$ cat src/rtl/veri_yolu_hakemi_pkg.sv
// Shared widths and FSM state encodings for the data-bus arbiter.
package veri_yolu_hakemi_pkg;

   localparam int unsigned VERI_BIT  = 32;
   localparam int unsigned VERI_BYTE = VERI_BIT / 8;

   localparam logic [1:0] BOSTA  = 2'd0;
   localparam logic [1:0] GONDER = 2'd1;
   localparam logic [1:0] YANIT  = 2'd2;

endpackage

$ cat src/rtl/veri_yolu_hakemi_if.sv
// Requester-side and data-bus-unit-side signals of the arbiter; names are relative to the arbiter.
interface veri_yolu_hakemi_if
   import veri_yolu_hakemi_pkg::*;
#(
   parameter int unsigned ISTEKCI_SAYISI = 2
) ();

   logic [ISTEKCI_SAYISI-1:0]           ist_gecerli_i;
   logic [ISTEKCI_SAYISI-1:0]           ist_yaz_i;
   logic [ISTEKCI_SAYISI-1:0]           ist_oku_i;
   logic [ISTEKCI_SAYISI*VERI_BIT-1:0]  ist_adres_i;
   logic [ISTEKCI_SAYISI*VERI_BIT-1:0]  ist_veri_i;
   logic [ISTEKCI_SAYISI*VERI_BYTE-1:0] ist_maske_i;
   logic [ISTEKCI_SAYISI-1:0]           ist_hazir_o;
   logic [ISTEKCI_SAYISI-1:0]           yanit_gecerli_o;
   logic [VERI_BIT-1:0]                 yanit_veri_o;

   logic                                bib_istek_gecerli_o;
   logic                                bib_istek_yaz_o;
   logic                                bib_istek_oku_o;
   logic [VERI_BIT-1:0]                 bib_istek_adres_o;
   logic [VERI_BIT-1:0]                 bib_veri_o;
   logic [VERI_BYTE-1:0]                bib_istek_maske_o;
   logic                                bellek_hazir_i;
   logic [VERI_BIT-1:0]                 bellek_veri_i;
   logic                                bellek_gecerli_i;

   modport slave (
      input  ist_gecerli_i, ist_yaz_i, ist_oku_i, ist_adres_i, ist_veri_i, ist_maske_i,
      output ist_hazir_o, yanit_gecerli_o, yanit_veri_o,
      output bib_istek_gecerli_o, bib_istek_yaz_o, bib_istek_oku_o, bib_istek_adres_o,
      output bib_veri_o, bib_istek_maske_o,
      input  bellek_hazir_i, bellek_veri_i, bellek_gecerli_i
   );

   modport master (
      output ist_gecerli_i, ist_yaz_i, ist_oku_i, ist_adres_i, ist_veri_i, ist_maske_i,
      input  ist_hazir_o, yanit_gecerli_o, yanit_veri_o,
      input  bib_istek_gecerli_o, bib_istek_yaz_o, bib_istek_oku_o, bib_istek_adres_o,
      input  bib_veri_o, bib_istek_maske_o,
      output bellek_hazir_i, bellek_veri_i, bellek_gecerli_i
   );

endinterface

$ cat src/rtl/veri_yolu_hakemi_oncelik_secici.sv
// Round-robin priority picker: first valid requester at or after the pointer, wrapping mod N.
module veri_yolu_hakemi_oncelik_secici #(
   parameter int unsigned ISTEKCI_SAYISI = 2,
   parameter int unsigned ISTEKCI_BIT    = 1
) (
   input  logic [ISTEKCI_SAYISI-1:0] i_gecerli,
   input  logic [ISTEKCI_BIT-1:0]    i_isaretci,
   output logic [ISTEKCI_SAYISI-1:0] o_izin,
   output logic [ISTEKCI_BIT-1:0]    o_indeks,
   output logic                      o_herhangi
);

   logic [ISTEKCI_BIT-1:0] w_aday;

   always_comb begin
      o_izin     = '0;
      o_indeks   = '0;
      o_herhangi = 1'b0;
      w_aday     = '0;
      for (int unsigned o = 0; o < ISTEKCI_SAYISI; o++) begin
         w_aday = ISTEKCI_BIT'((32'(i_isaretci) + o) % ISTEKCI_SAYISI);
         if (!o_herhangi && i_gecerli[w_aday]) begin
            o_herhangi     = 1'b1;
            o_indeks       = w_aday;
            o_izin[w_aday] = 1'b1;
         end
      end
   end

endmodule

$ cat src/rtl/veri_yolu_hakemi.sv
// Shares one data-bus unit between N requesters: round-robin grant, one transaction in flight,
// completion pulse and read data routed back to the owner.
module veri_yolu_hakemi
   import veri_yolu_hakemi_pkg::*;
#(
   parameter int unsigned ISTEKCI_SAYISI = 2,
   parameter int unsigned ISTEKCI_BIT    = 1
) (
   input logic               clk_i,
   input logic               rst_i,
   veri_yolu_hakemi_if.slave bus
);

   logic [1:0]                r_durum;
   logic [ISTEKCI_BIT-1:0]    r_isaretci;
   logic [ISTEKCI_BIT-1:0]    r_sahip;
   logic                      r_yaz;
   logic                      r_oku;
   logic                      r_bos;
   logic [VERI_BIT-1:0]       r_adres;
   logic [VERI_BIT-1:0]       r_veri;
   logic [VERI_BYTE-1:0]      r_maske;

   logic [ISTEKCI_SAYISI-1:0] w_izin;
   logic [ISTEKCI_BIT-1:0]    w_indeks;
   logic                      w_herhangi;
   logic                      w_kabul;
   logic                      w_tamam;
   logic                      w_gonder;
   logic                      w_yaz_sec;
   logic                      w_oku_sec;

   veri_yolu_hakemi_oncelik_secici #(
      .ISTEKCI_SAYISI(ISTEKCI_SAYISI),
      .ISTEKCI_BIT   (ISTEKCI_BIT)
   ) u_secici (
      .i_gecerli (bus.ist_gecerli_i),
      .i_isaretci(r_isaretci),
      .o_izin    (w_izin),
      .o_indeks  (w_indeks),
      .o_herhangi(w_herhangi)
   );

   assign w_kabul   = !rst_i && (r_durum == BOSTA) && bus.bellek_hazir_i && w_herhangi;
   // A no-op request (neither read nor write) completes on its own without the unit.
   assign w_tamam   = !rst_i && (r_durum == YANIT) && (bus.bellek_gecerli_i || r_bos);
   assign w_gonder  = !rst_i && (r_durum == GONDER);
   assign w_oku_sec = bus.ist_oku_i[w_indeks];
   assign w_yaz_sec = bus.ist_yaz_i[w_indeks] && !w_oku_sec;

   assign bus.ist_hazir_o         = w_kabul ? w_izin : '0;
   assign bus.bib_istek_gecerli_o = w_gonder;
   assign bus.bib_istek_yaz_o     = w_gonder && r_yaz;
   assign bus.bib_istek_oku_o     = w_gonder && r_oku;
   assign bus.bib_istek_adres_o   = w_gonder ? r_adres : '0;
   assign bus.bib_veri_o          = w_gonder ? r_veri  : '0;
   assign bus.bib_istek_maske_o   = w_gonder ? r_maske : '0;

   always_comb begin
      bus.yanit_gecerli_o = '0;
      bus.yanit_veri_o    = '0;
      if (w_tamam) begin
         bus.yanit_gecerli_o[r_sahip] = 1'b1;
         bus.yanit_veri_o             = r_bos ? '0 : bus.bellek_veri_i;
      end
   end

   always_ff @(posedge clk_i) begin
      if (rst_i) begin
         r_durum    <= BOSTA;
         r_isaretci <= '0;
         r_sahip    <= '0;
         r_yaz      <= 1'b0;
         r_oku      <= 1'b0;
         r_bos      <= 1'b0;
         r_adres    <= '0;
         r_veri     <= '0;
         r_maske    <= '0;
      end else begin
         case (r_durum)
            BOSTA: begin
               if (w_kabul) begin
                  r_sahip <= w_indeks;
                  r_yaz   <= w_yaz_sec;
                  r_oku   <= w_oku_sec;
                  r_bos   <= !w_yaz_sec && !w_oku_sec;
                  r_adres <= bus.ist_adres_i[w_indeks*VERI_BIT +: VERI_BIT];
                  r_veri  <= bus.ist_veri_i[w_indeks*VERI_BIT +: VERI_BIT];
                  r_maske <= bus.ist_maske_i[w_indeks*VERI_BYTE +: VERI_BYTE];
                  r_durum <= (!w_yaz_sec && !w_oku_sec) ? YANIT : GONDER;
               end
            end
            GONDER: r_durum <= YANIT;
            YANIT: begin
               if (w_tamam) begin
                  r_isaretci <= (r_sahip == ISTEKCI_BIT'(ISTEKCI_SAYISI - 1)) ? '0
                                                                             : r_sahip + 1'b1;
                  r_bos      <= 1'b0;
                  r_durum    <= BOSTA;
               end
            end
            default: r_durum <= BOSTA;
         endcase
      end
   end

endmodule

$ cat src/flat_wrapper.sv
// flat-port wrapper written by rule: the top's interface ports become plain ports
module veri_yolu_hakemi_flat import veri_yolu_hakemi_pkg::*;
#(
   parameter int unsigned ISTEKCI_SAYISI = 2,
   parameter int unsigned ISTEKCI_BIT    = 1
)
  (clk_i, rst_i, bus_ist_gecerli_i, bus_ist_yaz_i, bus_ist_oku_i, bus_ist_adres_i, bus_ist_veri_i, bus_ist_maske_i, bus_ist_hazir_o, bus_yanit_gecerli_o, bus_yanit_veri_o, bus_bib_istek_gecerli_o, bus_bib_istek_yaz_o, bus_bib_istek_oku_o, bus_bib_istek_adres_o, bus_bib_veri_o, bus_bib_istek_maske_o, bus_bellek_hazir_i, bus_bellek_veri_i, bus_bellek_gecerli_i);
  veri_yolu_hakemi_if #(.ISTEKCI_SAYISI(ISTEKCI_SAYISI)) bus_i ();
  input logic clk_i;
  input logic rst_i;
  input wire logic [$bits(bus_i.ist_gecerli_i)-1:0] bus_ist_gecerli_i;
  input wire logic [$bits(bus_i.ist_yaz_i)-1:0] bus_ist_yaz_i;
  input wire logic [$bits(bus_i.ist_oku_i)-1:0] bus_ist_oku_i;
  input wire logic [$bits(bus_i.ist_adres_i)-1:0] bus_ist_adres_i;
  input wire logic [$bits(bus_i.ist_veri_i)-1:0] bus_ist_veri_i;
  input wire logic [$bits(bus_i.ist_maske_i)-1:0] bus_ist_maske_i;
  output wire logic [$bits(bus_i.ist_hazir_o)-1:0] bus_ist_hazir_o;
  output wire logic [$bits(bus_i.yanit_gecerli_o)-1:0] bus_yanit_gecerli_o;
  output wire logic [$bits(bus_i.yanit_veri_o)-1:0] bus_yanit_veri_o;
  output wire logic [$bits(bus_i.bib_istek_gecerli_o)-1:0] bus_bib_istek_gecerli_o;
  output wire logic [$bits(bus_i.bib_istek_yaz_o)-1:0] bus_bib_istek_yaz_o;
  output wire logic [$bits(bus_i.bib_istek_oku_o)-1:0] bus_bib_istek_oku_o;
  output wire logic [$bits(bus_i.bib_istek_adres_o)-1:0] bus_bib_istek_adres_o;
  output wire logic [$bits(bus_i.bib_veri_o)-1:0] bus_bib_veri_o;
  output wire logic [$bits(bus_i.bib_istek_maske_o)-1:0] bus_bib_istek_maske_o;
  input wire logic [$bits(bus_i.bellek_hazir_i)-1:0] bus_bellek_hazir_i;
  input wire logic [$bits(bus_i.bellek_veri_i)-1:0] bus_bellek_veri_i;
  input wire logic [$bits(bus_i.bellek_gecerli_i)-1:0] bus_bellek_gecerli_i;
  assign bus_i.ist_gecerli_i = bus_ist_gecerli_i;
  assign bus_i.ist_yaz_i = bus_ist_yaz_i;
  assign bus_i.ist_oku_i = bus_ist_oku_i;
  assign bus_i.ist_adres_i = bus_ist_adres_i;
  assign bus_i.ist_veri_i = bus_ist_veri_i;
  assign bus_i.ist_maske_i = bus_ist_maske_i;
  assign bus_ist_hazir_o = bus_i.ist_hazir_o;
  assign bus_yanit_gecerli_o = bus_i.yanit_gecerli_o;
  assign bus_yanit_veri_o = bus_i.yanit_veri_o;
  assign bus_bib_istek_gecerli_o = bus_i.bib_istek_gecerli_o;
  assign bus_bib_istek_yaz_o = bus_i.bib_istek_yaz_o;
  assign bus_bib_istek_oku_o = bus_i.bib_istek_oku_o;
  assign bus_bib_istek_adres_o = bus_i.bib_istek_adres_o;
  assign bus_bib_veri_o = bus_i.bib_veri_o;
  assign bus_bib_istek_maske_o = bus_i.bib_istek_maske_o;
  assign bus_i.bellek_hazir_i = bus_bellek_hazir_i;
  assign bus_i.bellek_veri_i = bus_bellek_veri_i;
  assign bus_i.bellek_gecerli_i = bus_bellek_gecerli_i;
  veri_yolu_hakemi #(.ISTEKCI_SAYISI(ISTEKCI_SAYISI), .ISTEKCI_BIT(ISTEKCI_BIT)) u_core (.clk_i(clk_i), .rst_i(rst_i), .bus(bus_i));
endmodule
$ cat config.mk
export PLATFORM = sky130hd
export DESIGN_NAME = veri_yolu_hakemi_flat
export DESIGN_NICKNAME = d
export VERILOG_FILES = /design/src/rtl/veri_yolu_hakemi_pkg.sv /design/src/rtl/veri_yolu_hakemi_if.sv /design/src/rtl/veri_yolu_hakemi_oncelik_secici.sv /design/src/rtl/veri_yolu_hakemi.sv /design/src/flat_wrapper.sv
export SDC_FILE = /design/constraint.sdc
export NUM_CORES = 1
export LEC_CHECK = 0
export ABC_AREA = 1
export CAP_MARGIN = 20
export CORE_MARGIN = 2
export CORE_UTILIZATION = 32
export DETAILED_ROUTE_END_ITERATION = 8
export HOLD_SLACK_MARGIN = 0.06
export PLACE_DENSITY = 0.81
export SKIP_LAST_GASP = 1
export SYNTH_ARGS = -nofsm -noshare
export SYNTH_HDL_FRONTEND = slang
export SYNTH_SLANG_ARGS = --single-unit
$ cat constraint.sdc
create_clock -name clk_i -period 1.79 [get_ports clk_i]
set_clock_uncertainty 0.05 [all_clocks]
set_input_delay 0.537 -clock clk_i [delete_from_list [all_inputs] [get_ports clk_i]]
set_output_delay 0.537 -clock clk_i [all_outputs]
set_load 0.1 [all_outputs]
==> results.sh <==
export IMPL_antenna_found_initial=0
export IMPL_antenna_cells=0
export IMPL_critPathLaunchType="flip-flop"
export IMPL_avgViaCountPerCell=5.11
export IMPL_synth_xor_xnor_area_share=0
export IMPL_yosysWarnings=0
export IMPL_finalCriticalPeriod_ps=2260
export IMPL_io_buffers=284
export IMPL_hpwl_um=13400
export IMPL_cts_root_buf="clkbuf_16"
export IMPL_ir_worst_vdd_v=0.000395
export IMPL_violations="negative setup slack"
export IMPL_grt_pass1_wl_um=30800
export IMPL_worst_endpoint_required_ps=1200
export IMPL_insertion_delay_ps=330
export IMPL_synth_area_leaders="dfxtp_1 37%, a21oi_1 18%, nand2_1 11%"
export IMPL_crit_fanout=17
export IMPL_sw_frac_of_total=0.309
export IMPL_ioPinCount=285
export IMPL_synth_top_area_cell="dfxtp_1"
export IMPL_drv_cap=0
export IMPL_cts_htree_levels=3
export IMPL_power_per_cell_area_nw_per_um2=528
export IMPL_ys_ff_latch=75
export IMPL_met1_length_um=7550
export IMPL_drt_antenna_violating_nets=0
export IMPL_setup_violations_final=107
export IMPL_avgSynthCellArea_sq_um=6.11
export IMPL_status="finished, violations left"
export IMPL_area_delta_synth_final_pct=146
export IMPL_wl_met2_um=11300
export IMPL_synth_area_sq_um=4040
export IMPL_overflow=0
export IMPL_drc=0
export IMPL_gp_congestion=0.834
export IMPL_worst_pin_slew_ps=435
export IMPL_synth_fa_ha_area_frac=0
export IMPL_finalWirelength_um=22000
export IMPL_layout_drive_gt1_share=0.348
export IMPL_fin_crit_sh=1.26
export IMPL_clkTransAtPathRegs_ps=60
export IMPL_synth_top_family_by_area="compound AO/OA/AOI/OAI gates"
export IMPL_clockBufferDepth=2
export IMPL_fin_ws_ps=-474
export IMPL_p_comb_frac=0.295
export IMPL_grt_usage=0.298
export IMPL_synth_nets=839
export IMPL_synthMuxAreaShare=0
export IMPL_max_clock_freq_mhz=442
export IMPL_core_sq_um=12500
export IMPL_cts_made_buffers=9
export IMPL_synth_seq_area_share=0.372
export IMPL_cp_end_kind="output pin"
export IMPL_critPathKind="reg2out"
export IMPL_fin_hold_ws_ps=431
export IMPL_grt_max_degree=48
export IMPL_vias=5835
export IMPL_hold_path_class="reg2reg"
export IMPL_seq_power_share=0.355
export IMPL_synthSimpleGateAreaFrac=0.229
export IMPL_dieArea_sq_um=13500
export IMPL_top_layer_used="met4"
export IMPL_pwr_share_clk=0.351
export IMPL_drtIter0Drc=366
export IMPL_route_met3_wl_um=2090
export IMPL_power_switching_uw=1620
export IMPL_fillers=708
export IMPL_slew_headroom=0.710
export IMPL_grt_pass1_vias=5811
export IMPL_routedWlPerCell_um=19.3
export IMPL_finalHoldViolCount=0
export IMPL_final_common_cell="clkdlybuf4s50_1"
export IMPL_cts_tree="built"
export IMPL_final_cell_mix="172 x clkdlybuf4s50_1, 140 x a21oi_1, 118 x buf_12, 86 x nor2_4, 79 x nand2_1"
export IMPL_leakage_uw=0.00374
export IMPL_die_width_um=116
export IMPL_start_util=0.324
export IMPL_synthCells=661
export IMPL_rrSetupSlack_ps=20
export IMPL_synth_compound_area_share=0.264
export IMPL_rsz0062_at_grt="yes"
export IMPL_nets=1143
export IMPL_slew_viol_final=0
export IMPL_synth_cell_types=18
export IMPL_dieHeight_um=116
export IMPL_cts_sinks=75
export IMPL_fp_row_count=41
export IMPL_netlist_area_leader_share=0.372
export IMPL_drtPass1Iterations=5
export IMPL_tns_ps=-43760
export IMPL_crit_arrival_ps=1680
export IMPL_internal_power_uw=3620
## state kept, by name, indices dropped and copies added, names as in the netlist
register and cells:
u_core.r_yaz 1, u_core.r_sahip 1, u_core.r_adres 32, u_core.r_bos 1, u_core.r_durum 2, u_core.r_maske 4
u_core.r_isaretci 1, u_core.r_veri 32, u_core.r_oku 1
## cells by family after synthesis
family / after synthesis
simple gates: 238
compound gates: 213
buf+inv: 135
flops: 75
## final timing paths
path | from | to | cells past startpoint
worst min-delay path | u_core.r_isaretci | u_core.r_isaretci | 2
worst max register to register | u_core.r_durum[0] | u_core.r_veri[8] | 9
worst min register to register | u_core.r_isaretci | u_core.r_isaretci | 2
worst max-delay path | u_core.r_durum[1] | bus_bib_veri_o[26] | 6
## worst max-delay path, cell delays in order (launching register included)
cell and delay (ps):
dfxtp_2 320, buf_4 140, nor2_4 100, nand2_4 120
clkbuf_16 250, nor2_2 200, buf_12 200
## area by class of cell
cell class / instances / area [sq um] / area share
clock buffers: 11 / 243 / 0.0244
repair buffers: 343 / 4670 / 0.470
clock inverters: 5 / 52.6 / 0.00529
flip-flops and latches: 75 / 1510 / 0.152
inverters: 85 / 348 / 0.0350
multi-input cells: 451 / 2890 / 0.291
well taps: 172 / 215 / 0.0217
## power by group through the flow
stage | registers, uW | clock network, uW | logic (uW)
4_1_cts | 1850 | 1850 | 1460
2_1_floorplan | 1870 | 0 | 631
5_1_grt | 1870 | 1940 | 1630
3_3_place_gp | 1880 | 0 | 1300
3_5_place_dp | 1890 | 0 | 1330
6_report | 1860 | 1840 | 1540
## metrics by stage
stage	worst slack, ps	area (sq um)	power [uW]	utilization	instances
after floorplan	-865	4470	2500	-	661
after global placement	-744	8770	3180	0.704	1108
after detailed placement	-789	8770	3210	0.704	1108
after CTS	-489	9760	5170	0.783	1135
after global routing	-517	9930	5440	0.797	1142
final	-474	9930	5240	0.797	1142
## repair_timing
| item | 4_1_cts | 5_1_grt |
|---|---|---|
| buffers inserted | 7 | 7 |
| pin swaps | 30 | 18 |
| gates resized for setup | 157 | 28 |
| endpoints found under the setup margin | 181 | 151 |
| gates cloned | 5 | 2 |
| hold buffers | 0 | 0 |
## per-layer routing
layer	GRT usage	up-vias
met4	0.165	0
met2	0.527	333
met5	0	-
li1	-	2709
met1	0.312	2716
met3	0.0976	77
## cell usage after synthesis
| library cell | n |
|---|---|
| a21oi_1 | 144 |
| nand2_1 | 117 |
| nor2_1 | 106 |
| inv_1 | 80 |
| dfxtp_1 | 75 |
| o21ai_1 | 68 |
| buf_2 | 24 |
| clkbuf_1 | 24 |
| nand3_1 | 7 |
| inv_2 | 5 |
| buf_4 | 2 |
| nand3b_1 | 2 |
| nor3_1 | 2 |
| a21boi_1 | 1 |
| nand2_2 | 1 |
| nor2_2 | 1 |
| nor2_4 | 1 |
| or2_2 | 1 |
No activity file was read; power rests on OpenSTA's default activity.
